### config.mk
export PLATFORM = sky130hd
export DESIGN_NAME = quadrant_cell_array
export DESIGN_NICKNAME = d
export VERILOG_FILES = /design/src/rtl/quadrant_cell_array.sv
export SDC_FILE = /design/constraint.sdc
export NUM_CORES = 1
export LEC_CHECK = 0
export BUFFER_PORTS_ARGS = -buffer_cell sky130_fd_sc_hd__buf_2
export CORE_MARGIN = 1
export CORE_UTILIZATION = 25
export DETAILED_ROUTE_END_ITERATION = 10
export PLACE_DENSITY_LB_ADDON = 0.1
export SYNTH_ARGS = -nofsm -noshare
export SYNTH_HDL_FRONTEND = slang
export SYNTH_SLANG_ARGS = --single-unit
### constraint.sdc
create_clock -name clk -period 2.8 [get_ports clk]
set_input_delay 0.28 -clock clk [delete_from_list [all_inputs] [get_ports clk]]
set_output_delay 0.28 -clock clk [all_outputs]
set_load 0.02 [all_outputs]
### src/rtl/quadrant_cell_array.sv
// 8x8 Game-of-Life board stored as four 16-bit quadrants, with a quadrant write port and a raster scan-out stream.
// Optional build macro QUAD_MERGE_EN: writes OR into the addressed quadrant instead of replacing it.
module quadrant_cell_array #(
  parameter int SCAN_ROWS = 8,
  parameter int SCAN_COLS = 8
) (
  input  logic        clk,
  input  logic        reset,
  input  logic [1:0]  pos,
  input  logic [15:0] val,
  input  logic        write_enb,
  input  logic        clear,
  input  logic        start,
  input  logic        out_ready,
  output logic        out_valid,
  output logic        out_cell,
  output logic [2:0]  out_x,
  output logic [2:0]  out_y,
  output logic        out_last,
  output logic        busy,
  output logic        done,
  output logic [1:0]  dbg_state
);

  // Stream handshake: a cell transfers on a rising edge where out_valid and
  // out_ready are both 1; while out_valid=1 and out_ready=0 every out_* stays frozen.

  typedef enum logic [1:0] {
    S_IDLE = 2'd0,
    S_LOAD = 2'd1,
    S_HOLD = 2'd2
  } state_t;

  state_t      state_q, state_d;
  logic [2:0]  cnt_x_q, cnt_x_d;
  logic [2:0]  cnt_y_q, cnt_y_d;
  logic [15:0] quad_q [4];
  logic [15:0] quad_d [4];
  logic        out_valid_q, out_valid_d;
  logic        out_cell_q, out_cell_d;
  logic [2:0]  out_x_q, out_x_d;
  logic [2:0]  out_y_q, out_y_d;
  logic        out_last_q, out_last_d;
  logic        busy_q, busy_d;
  logic        done_q, done_d;

  logic [1:0]  sel_quad;
  logic [3:0]  sel_bit;
  logic [15:0] cur_quad;
  logic        cur_cell;
  logic        cnt_x_end;
  logic        cnt_last;
  logic        handshake;

  // Quadrant index is {x[2], y[2]}; local bit index is 4*col + row.
  always_comb begin
    sel_quad  = {cnt_x_q[2], cnt_y_q[2]};
    sel_bit   = {cnt_x_q[1:0], cnt_y_q[1:0]};
    cur_quad  = quad_q[sel_quad];
    cur_cell  = cur_quad[sel_bit];
    cnt_x_end = (cnt_x_q == 3'(SCAN_COLS - 1));
    cnt_last  = cnt_x_end && (cnt_y_q == 3'(SCAN_ROWS - 1));
    handshake = (state_q == S_HOLD) && out_valid_q && out_ready;
  end

  // Clear wins over a same-cycle write.
  always_comb begin
    for (int i = 0; i < 4; i++) begin
      quad_d[i] = quad_q[i];
    end
    if (clear) begin
      for (int i = 0; i < 4; i++) begin
        quad_d[i] = '0;
      end
    end else if (write_enb) begin
`ifdef QUAD_MERGE_EN
      quad_d[pos] = quad_q[pos] | val;
`else
      quad_d[pos] = val;
`endif
    end
  end

  always_comb begin
    state_d     = state_q;
    cnt_x_d     = cnt_x_q;
    cnt_y_d     = cnt_y_q;
    out_valid_d = out_valid_q;
    out_cell_d  = out_cell_q;
    out_x_d     = out_x_q;
    out_y_d     = out_y_q;
    out_last_d  = out_last_q;
    busy_d      = busy_q;
    done_d      = 1'b0;
    case (state_q)
      S_IDLE: begin
        if (start) begin
          state_d = S_LOAD;
          cnt_x_d = '0;
          cnt_y_d = '0;
          busy_d  = 1'b1;
        end
      end
      S_LOAD: begin
        out_valid_d = 1'b1;
        out_cell_d  = cur_cell;
        out_x_d     = cnt_x_q;
        out_y_d     = cnt_y_q;
        out_last_d  = cnt_last;
        state_d     = S_HOLD;
      end
      S_HOLD: begin
        if (handshake) begin
          // Valid drops after every transfer so a held-high ready cannot double-count a cell.
          out_valid_d = 1'b0;
          if (out_last_q) begin
            out_last_d = 1'b0;
            busy_d     = 1'b0;
            done_d     = 1'b1;
            cnt_x_d    = '0;
            cnt_y_d    = '0;
            state_d    = S_IDLE;
          end else begin
            if (cnt_x_end) begin
              cnt_x_d = '0;
              cnt_y_d = cnt_y_q + 3'd1;
            end else begin
              cnt_x_d = cnt_x_q + 3'd1;
            end
            state_d = S_LOAD;
          end
        end
      end
      default: begin
        state_d     = S_IDLE;
        out_valid_d = 1'b0;
        busy_d      = 1'b0;
      end
    endcase
  end

  always_ff @(posedge clk or negedge reset) begin
    if (!reset) begin
      state_q     <= S_IDLE;
      cnt_x_q     <= '0;
      cnt_y_q     <= '0;
      for (int i = 0; i < 4; i++) begin
        quad_q[i] <= '0;
      end
      out_valid_q <= 1'b0;
      out_cell_q  <= 1'b0;
      out_x_q     <= '0;
      out_y_q     <= '0;
      out_last_q  <= 1'b0;
      busy_q      <= 1'b0;
      done_q      <= 1'b0;
    end else begin
      state_q     <= state_d;
      cnt_x_q     <= cnt_x_d;
      cnt_y_q     <= cnt_y_d;
      for (int i = 0; i < 4; i++) begin
        quad_q[i] <= quad_d[i];
      end
      out_valid_q <= out_valid_d;
      out_cell_q  <= out_cell_d;
      out_x_q     <= out_x_d;
      out_y_q     <= out_y_d;
      out_last_q  <= out_last_d;
      busy_q      <= busy_d;
      done_q      <= done_d;
    end
  end

  assign out_valid = out_valid_q;
  assign out_cell  = out_cell_q;
  assign out_x     = out_x_q;
  assign out_y     = out_y_q;
  assign out_last  = out_last_q;
  assign busy      = busy_q;
  assign done      = done_q;
  assign dbg_state = state_q;

endmodule

==> results of run 1 <==
==> repair_timing <==
item	in CTS	in global routing
hold buffers	1	0
endpoints found under the hold margin	36	0
resized for setup	0	0
==> path summary, 6_finish.rpt <==
check / endpoint / slack [ns] / depth (start not counted)
worst max-delay path: out_cell / 0.87 / 5
worst min-delay path: quad_q[63] / 0.20 / 3
worst max register to register: out_cell / 0.87 / 5
worst min register to register: out_y[0] / 0.47 / 2
max in group asynchronous: quad_q[12] / 1.71 / 3
min in group asynchronous: done / 0.45 / 2
==> power breakdown <==
part           internal (mW)  switching [mW]
Clock                  0.698           0.475
Combinational          0.182           0.324
Sequential              1.29          0.0897
Total                   2.17           0.889
==> cell type report <==
| cell class | count | area share [%] |
|---|---|---|
| Sequential cell | 83 | 44.8 |
| Multi-Input combinational cell | 298 | 37.3 |
| Clock buffer | 15 | 6.20 |
| Timing Repair Buffer | 45 | 5.72 |
| Tap cell | 211 | 5.69 |
| Inverter | 3 | 0.243 |
| Clock inverter | 1 | 0.108 |
==> state kept, by name, summed over array words and instances, names as in the netlist <==
signal,count
busy,1
cnt_x_q,3
cnt_y_q,3
dbg_state,2
done,1
out_cell,1
out_last,1
out_valid,1
out_x,3
out_y,3
quad_q,64
==> routing by layer <==
layer / share of wire, % / track usage (%) / up-vias
met5: 0 / 0 / -
met3: 2.6 / 2.51 / 15
met2: 46 / 23.1 / 53
met1: 49 / 20.4 / 1448
met4: 2.3 / 6.64 / 0
li1: - / - / 1458
==> critical path: cells and delay by family, from the launching register on <==
kind / cells / cell delay, ns
mux: 2 / 0.91
buf+inv: 1 / 0.33
flops: 1 / 0.32
compound gates: 1 / 0.14
simple gates: 1 / 0.11
==> metrics by stage <==
step / util (%) / setup slack, ns / instances / total power, mW
floorplan: - / 1.10 / 413 / 1.70
global placement: 28.3 / 0.908 / 639 / 1.92
detailed placement: 28.3 / 0.855 / 639 / 1.92
CTS: 30.3 / 0.842 / 656 / 3.12
global route: 30.3 / 0.726 / 656 / 3.23
finish: 30.3 / 0.875 / 656 / 3.06
==> cells in the mapped netlist (4+ instances only) <==
master	number	area (µm²)
nand2_1	150	563
dfrtp_1	83	2080
a21oi_1	66	330
clkbuf_1	20	75.1
mux4_2	11	248
buf_2	6	30.0
mux2_2	6	67.6
mux2i_1	5	50.1
nand2b_1	5	31.3
nor2_1	5	18.8
nor2b_1	5	31.3
o21ai_0	5	25.0
ha_1	4	50.1
nand3_1	4	20.0
==> cell families (layout without fill, tap and decap cells) <==
group,count (synthesis),after routing,share of synthesized area [%]
multiplexers,25,25,11.3
flip-flops,83,83,52.6
AND/OR/NAND/NOR,185,185,19.7
buffers and inverters,32,64,3.52
AO/OA/AOI/OAI,84,84,11.6
adder cells (fa/ha/maj),4,4,1.27
==> metrics.cfg, run 1 <==
[status]
status=complete, no violations

[detailed_routing]
viasPerCell=4.53
firstDrtPassIters=4
postRouteAntennaNets=0
dr_total_vias=2974
wl_um=11100
drc=0
wl_per_cell_um=16.9
first_iter_violations=139

[floorplanning]
die_w_um=128
die_area_um2=16300
fp.dieH_um=128
ios=37
core_um2=15300
initial_core_util_pct=25.8
rows=45

[cts]
cts_tree=done
postCtsSetupBuffers=0
clk_latency_ns=0.34
htreeDepth=3
cts_num_sinks=83
cts_root_buf=clkbuf_16
path_clk_slew_ns=0.06
clk_path_buf_depth=2
numCtsBuffers=9

[critical_path]
cp_max_fo=21
critical_path_class=reg -> reg
r2r-start=cnt_x_q[2]
arrival_ns=2.15
startpoint_type=register
slowest_stage=mux4_1
startpoint=cnt_x_q[2]
crit_required_ns=3.02
slowest_delay_ns=0.62
crit_chain=buf_4, mux4_1, mux2_2, o211ai_2, nand4_1
critPathCaptureType=register

[sta]
relSlewSlack_pct=43.7
finalCritPeriodShare_pct=68.8
finalHoldViolations=0
tightest_slew_ns=0.844
skew_ns=0.00369
maxSlewViolCount=0
clock.fmax_ghz=0.519
rsz0062_at_grt=false
fin_setup_tns_ns=0
fin_crit_ns=1.93
setup_viol=0
whs_ns=0.197

[global_routing]
grt_pass1_vias=2987
grt.total_usage_pct=14.9
antenna_found_initial=0
grt_overflow_total=0
grt_max_degree=65
grt_pass1_wl_um=17800

[yosys]
synth_cell_types=40
async_flop_share_pct=100
ys.warnings.count=0
synth_edf_count=0
seq_area_frac_synth_pct=52.6
syn_inst=413
ys.flop_type=dfrtp_1
netlist_area_um2=3950
ys_ff_latch=83
synth_nets=441
avgSynthCellArea_um2=9.55

[layout]
fin_nets=468
area_growth_syn_to_layout_pct=17.6
layout_commonest_cell=nand2_1
regArea_um2=2080
drive_gt1_share_pct=18.0
multiInputGateArea_um2=1730
final_area_um2=4640
antennaDiodeCount=0
final_cell_mix=150 x nand2_1, 83 x dfrtp_1, 66 x a21oi_1
fillCellCount=1671

[placement]
placed_area_um2=4340
dp_hpwl_um=6870
port_buffers=36
gp_congestion=0.718

[pwr]
leakagePower_nw=2.02
cellPowerDensity_nw_per_um2=659
peakVddDrop_uv=308

[flow_run]
max_cap_viol_count=0

[worst_hold_path]
hold_path_startpoint=val[15]
hold_path.class=in -> reg

(Power assumes the default switching activity.)
==> run 2, diff against run 1 <==
--- a/config.mk
+++ b/config.mk
@@ -5,6 +5,7 @@
 export SDC_FILE = /design/constraint.sdc
 export NUM_CORES = 1
 export LEC_CHECK = 0
+export ABC_AREA = 1
 export BUFFER_PORTS_ARGS = -buffer_cell sky130_fd_sc_hd__buf_2
 export CORE_MARGIN = 1
 export CORE_UTILIZATION = 25
==> constraint.sdc (replaced) <==
create_clock -name clk -period 1.6 [get_ports clk]
set_input_delay 0.16 -clock clk [delete_from_list [all_inputs] [get_ports clk]]
set_output_delay 0.16 -clock clk [all_outputs]
set_load 0.02 [all_outputs]
==> run 2 against run 1 <==
Register-to-register slack got worse by 0.70 ns. Combinational power grew to 2.5 times the previous value. Global-route usage is 0.76 points lower. Non-clock buffer count is 7 higher. First-iteration DRC count decreased by 2.9%. Final area rose by 0.59%. Final cell count is 8.7% higher. Via count rose by 8.0%. Critical path depth is 4 higher. Fmax increased by 35%.
==> metrics.cfg, run 2 <==
[yosys]
netlist_area_um2=3910
synth_most_common_cell=nand3_1
synth_largest_area_cell=dfrtp_1
async_flop_share_pct=100
seq_area_frac_synth_pct=53.1
ys.flop_type=dfrtp_1
synth_edf_count=0
yosysTopAreaCellShare_pct=53.1
synth_nets=495
syn_inst=467
ys_ff_latch=83
yosys-top-cells-area=dfrtp_1 53%, nand3_1 17%, nand2_1 9.8%, o21ai_0 9.5%, buf_6 1.7%
ys.warnings.count=0
avgSynthCellArea_um2=8.38
synth_common_cells=131 x nand3_1, 102 x nand2_1, 83 x dfrtp_1
synth_cell_types=21

[sta]
finalHoldViolations=0
rsz0062_at_grt=false
tightest_slew_ns=0.477
fin_crit_ns=1.43
clock.fmax_ghz=0.701
setup_viol=0
finalCritPeriodShare_pct=89.2
skew_ns=0.00817
maxSlewViolCount=0
fin_setup_tns_ns=0
relSlewSlack_pct=68.2
whs_ns=0.111

[cts]
postCtsSetupBuffers=0
clk_path_buf_depth=2
clk_latency_ns=0.35
path_clk_slew_ns=0.06
cts_tree=done
numCtsBuffers=9
cts_num_sinks=83
htreeDepth=3
cts_root_buf=clkbuf_16

[floorplanning]
ios=37
die_area_um2=16200
fp.dieH_um=127
initial_core_util_pct=25.6
core_um2=15300
rows=45
die_w_um=127

[pwr]
peakVddDrop_uv=512
cellPowerDensity_nw_per_um2=1300
leakagePower_nw=2.12

[placement]
dp_hpwl_um=6580
port_buffers=36
gp_congestion=0.728

[critical_path]
crit_chain=buf_4, nand2_1, nand3_1, nand3_1, nand3_1, nand2_1, nand2_1, nand3_1, nand3_1
startpoint=cnt_y_q[2]
critPathCaptureType=register
slowest_delay_ns=0.49
critical_path_class=reg -> reg
cp_max_fo=14
slowest_stage=dfrtp_2
reg2reg_slack_ns=0.17
r2r_end=out_cell
startpoint_type=register
crit_required_ns=1.83
r2r-start=cnt_y_q[2]
crit_buf_inv=1
reg2regPathDepth=9
path_depth=9
worstSetupEndpoint=out_cell
critical-path-top-delay-family=simple AND/OR/NAND/NOR gates
arrival_ns=1.66
cp_common_cell=nand3_1

[detailed_routing]
wl_per_cell_um=14.7
drc=0
firstDrtPassIters=4
wl_um=10500
postRouteAntennaNets=0
viasPerCell=4.50
dr_total_vias=3212
first_iter_violations=135

[layout]
top_register=quad_q
antennaDiodeCount=0
drive_gt1_share_pct=15.1
fin_nets=525
layout_commonest_cell=nand3_1
area_growth_syn_to_layout_pct=19.3
largest_reg_flops=64
fillCellCount=1637
final_cell_mix=131 x nand3_1, 102 x nand2_1, 82 x dfrtp_1

[global_routing]
grt_pass1_vias=3143
grt_max_degree=84
grt_overflow_total=0
grt_pass1_wl_um=17300
grt.total_usage_pct=14.1
antenna_found_initial=0

[status]
status=complete, no violations

[flow_run]
max_cap_viol_count=0

[worst_hold_path]
hold_path.class=in -> reg

## run 2: changes by cell type after synthesis, moves of 6 or more
cell | previous run | this run
o21ai_0 | 5 | 74
inv_1 | 3 | 14
nand3_1 | 4 | 131
nand2_1 | 150 | 102
clkbuf_1 | 20 | 14
mux4_2 | 11 | 0
a21oi_1 | 66 | 3
mux2_2 | 6 | 0
## run 2: logic make-up after synthesis
kind of cell             count (synthesis)  share of synthesized area [%]
AND/OR/NAND/NOR                        247                           28.5
flip-flops                              83                           53.1
AO/OA/AOI/OAI                           81                           10.4
buffers and inverters                   52                           6.75
adder cells (fa/ha/maj)                  4                           1.28
## run 2: repair_timing
action | in CTS | in global routing
endpoints found under the hold margin | 83 | 0
endpoints found under the setup margin | 0 | 1
resized for setup | 0 | 2
hold buffers | 1 | 0
## run 2: worst min path at each step
| stage | from | depth (start not counted) | slack [ns] | endpoint |
|---|---|---|---|---|
| finish | start | 3 | 0.11 | busy |
| global route | out_ready | 4 | 0.12 | out_valid |
| CTS | start | 3 | 0.10 | busy |
| detailed placement | reset | 2 | 0.24 | busy |
| global placement | reset | 2 | 0.24 | quad_q[3] |
| floorplan | reset | 0 | -0.14 | busy |
## run 2: routing by layer
layer  track usage [%]  vias up  routed length (µm)
met5                 0        -                   0
met4              3.78        0                 107
met3              4.15        8                 474
met2              21.9       74                4660
met1              19.2     1491                5220
li1                  -     1639                   -
## run 2: cell type report
| cell class | count | area [µm²] | area share (%) |
|---|---|---|---|
| clock buffers | 12 | 256 | 5.50 |
| well taps | 211 | 264 | 5.66 |
| inverters | 19 | 81.3 | 1.74 |
| multi-input cells | 332 | 1570 | 33.7 |
| repair buffers | 52 | 343 | 7.35 |
| flip-flops and latches | 83 | 2080 | 44.5 |
| clock inverters | 4 | 72.6 | 1.55 |
## run 2: metrics by stage
stage	instances	worst slack [ns]	util [%]	power, mW	cell area, µm²
final	713	0.173	30.6	6.08	4670
after global routing	713	0.0129	30.6	6.45	4670
after CTS	713	0.0650	30.6	6.18	4660
after detailed placement	696	0.0905	28.3	3.83	4320
after global placement	696	0.108	28.3	3.83	4320
after floorplan	467	0.307	-	3.34	3910
## run 2: worst min-delay path, stage by stage
cell     delay [ns]
buf_2          0.09
nand2_1        0.08
o21ai_0        0.08
## run 2: report_power, final
group          switching (mW)  internal, mW
combinational           0.870         0.410
sequential              0.175          2.31
clock                   0.866          1.45
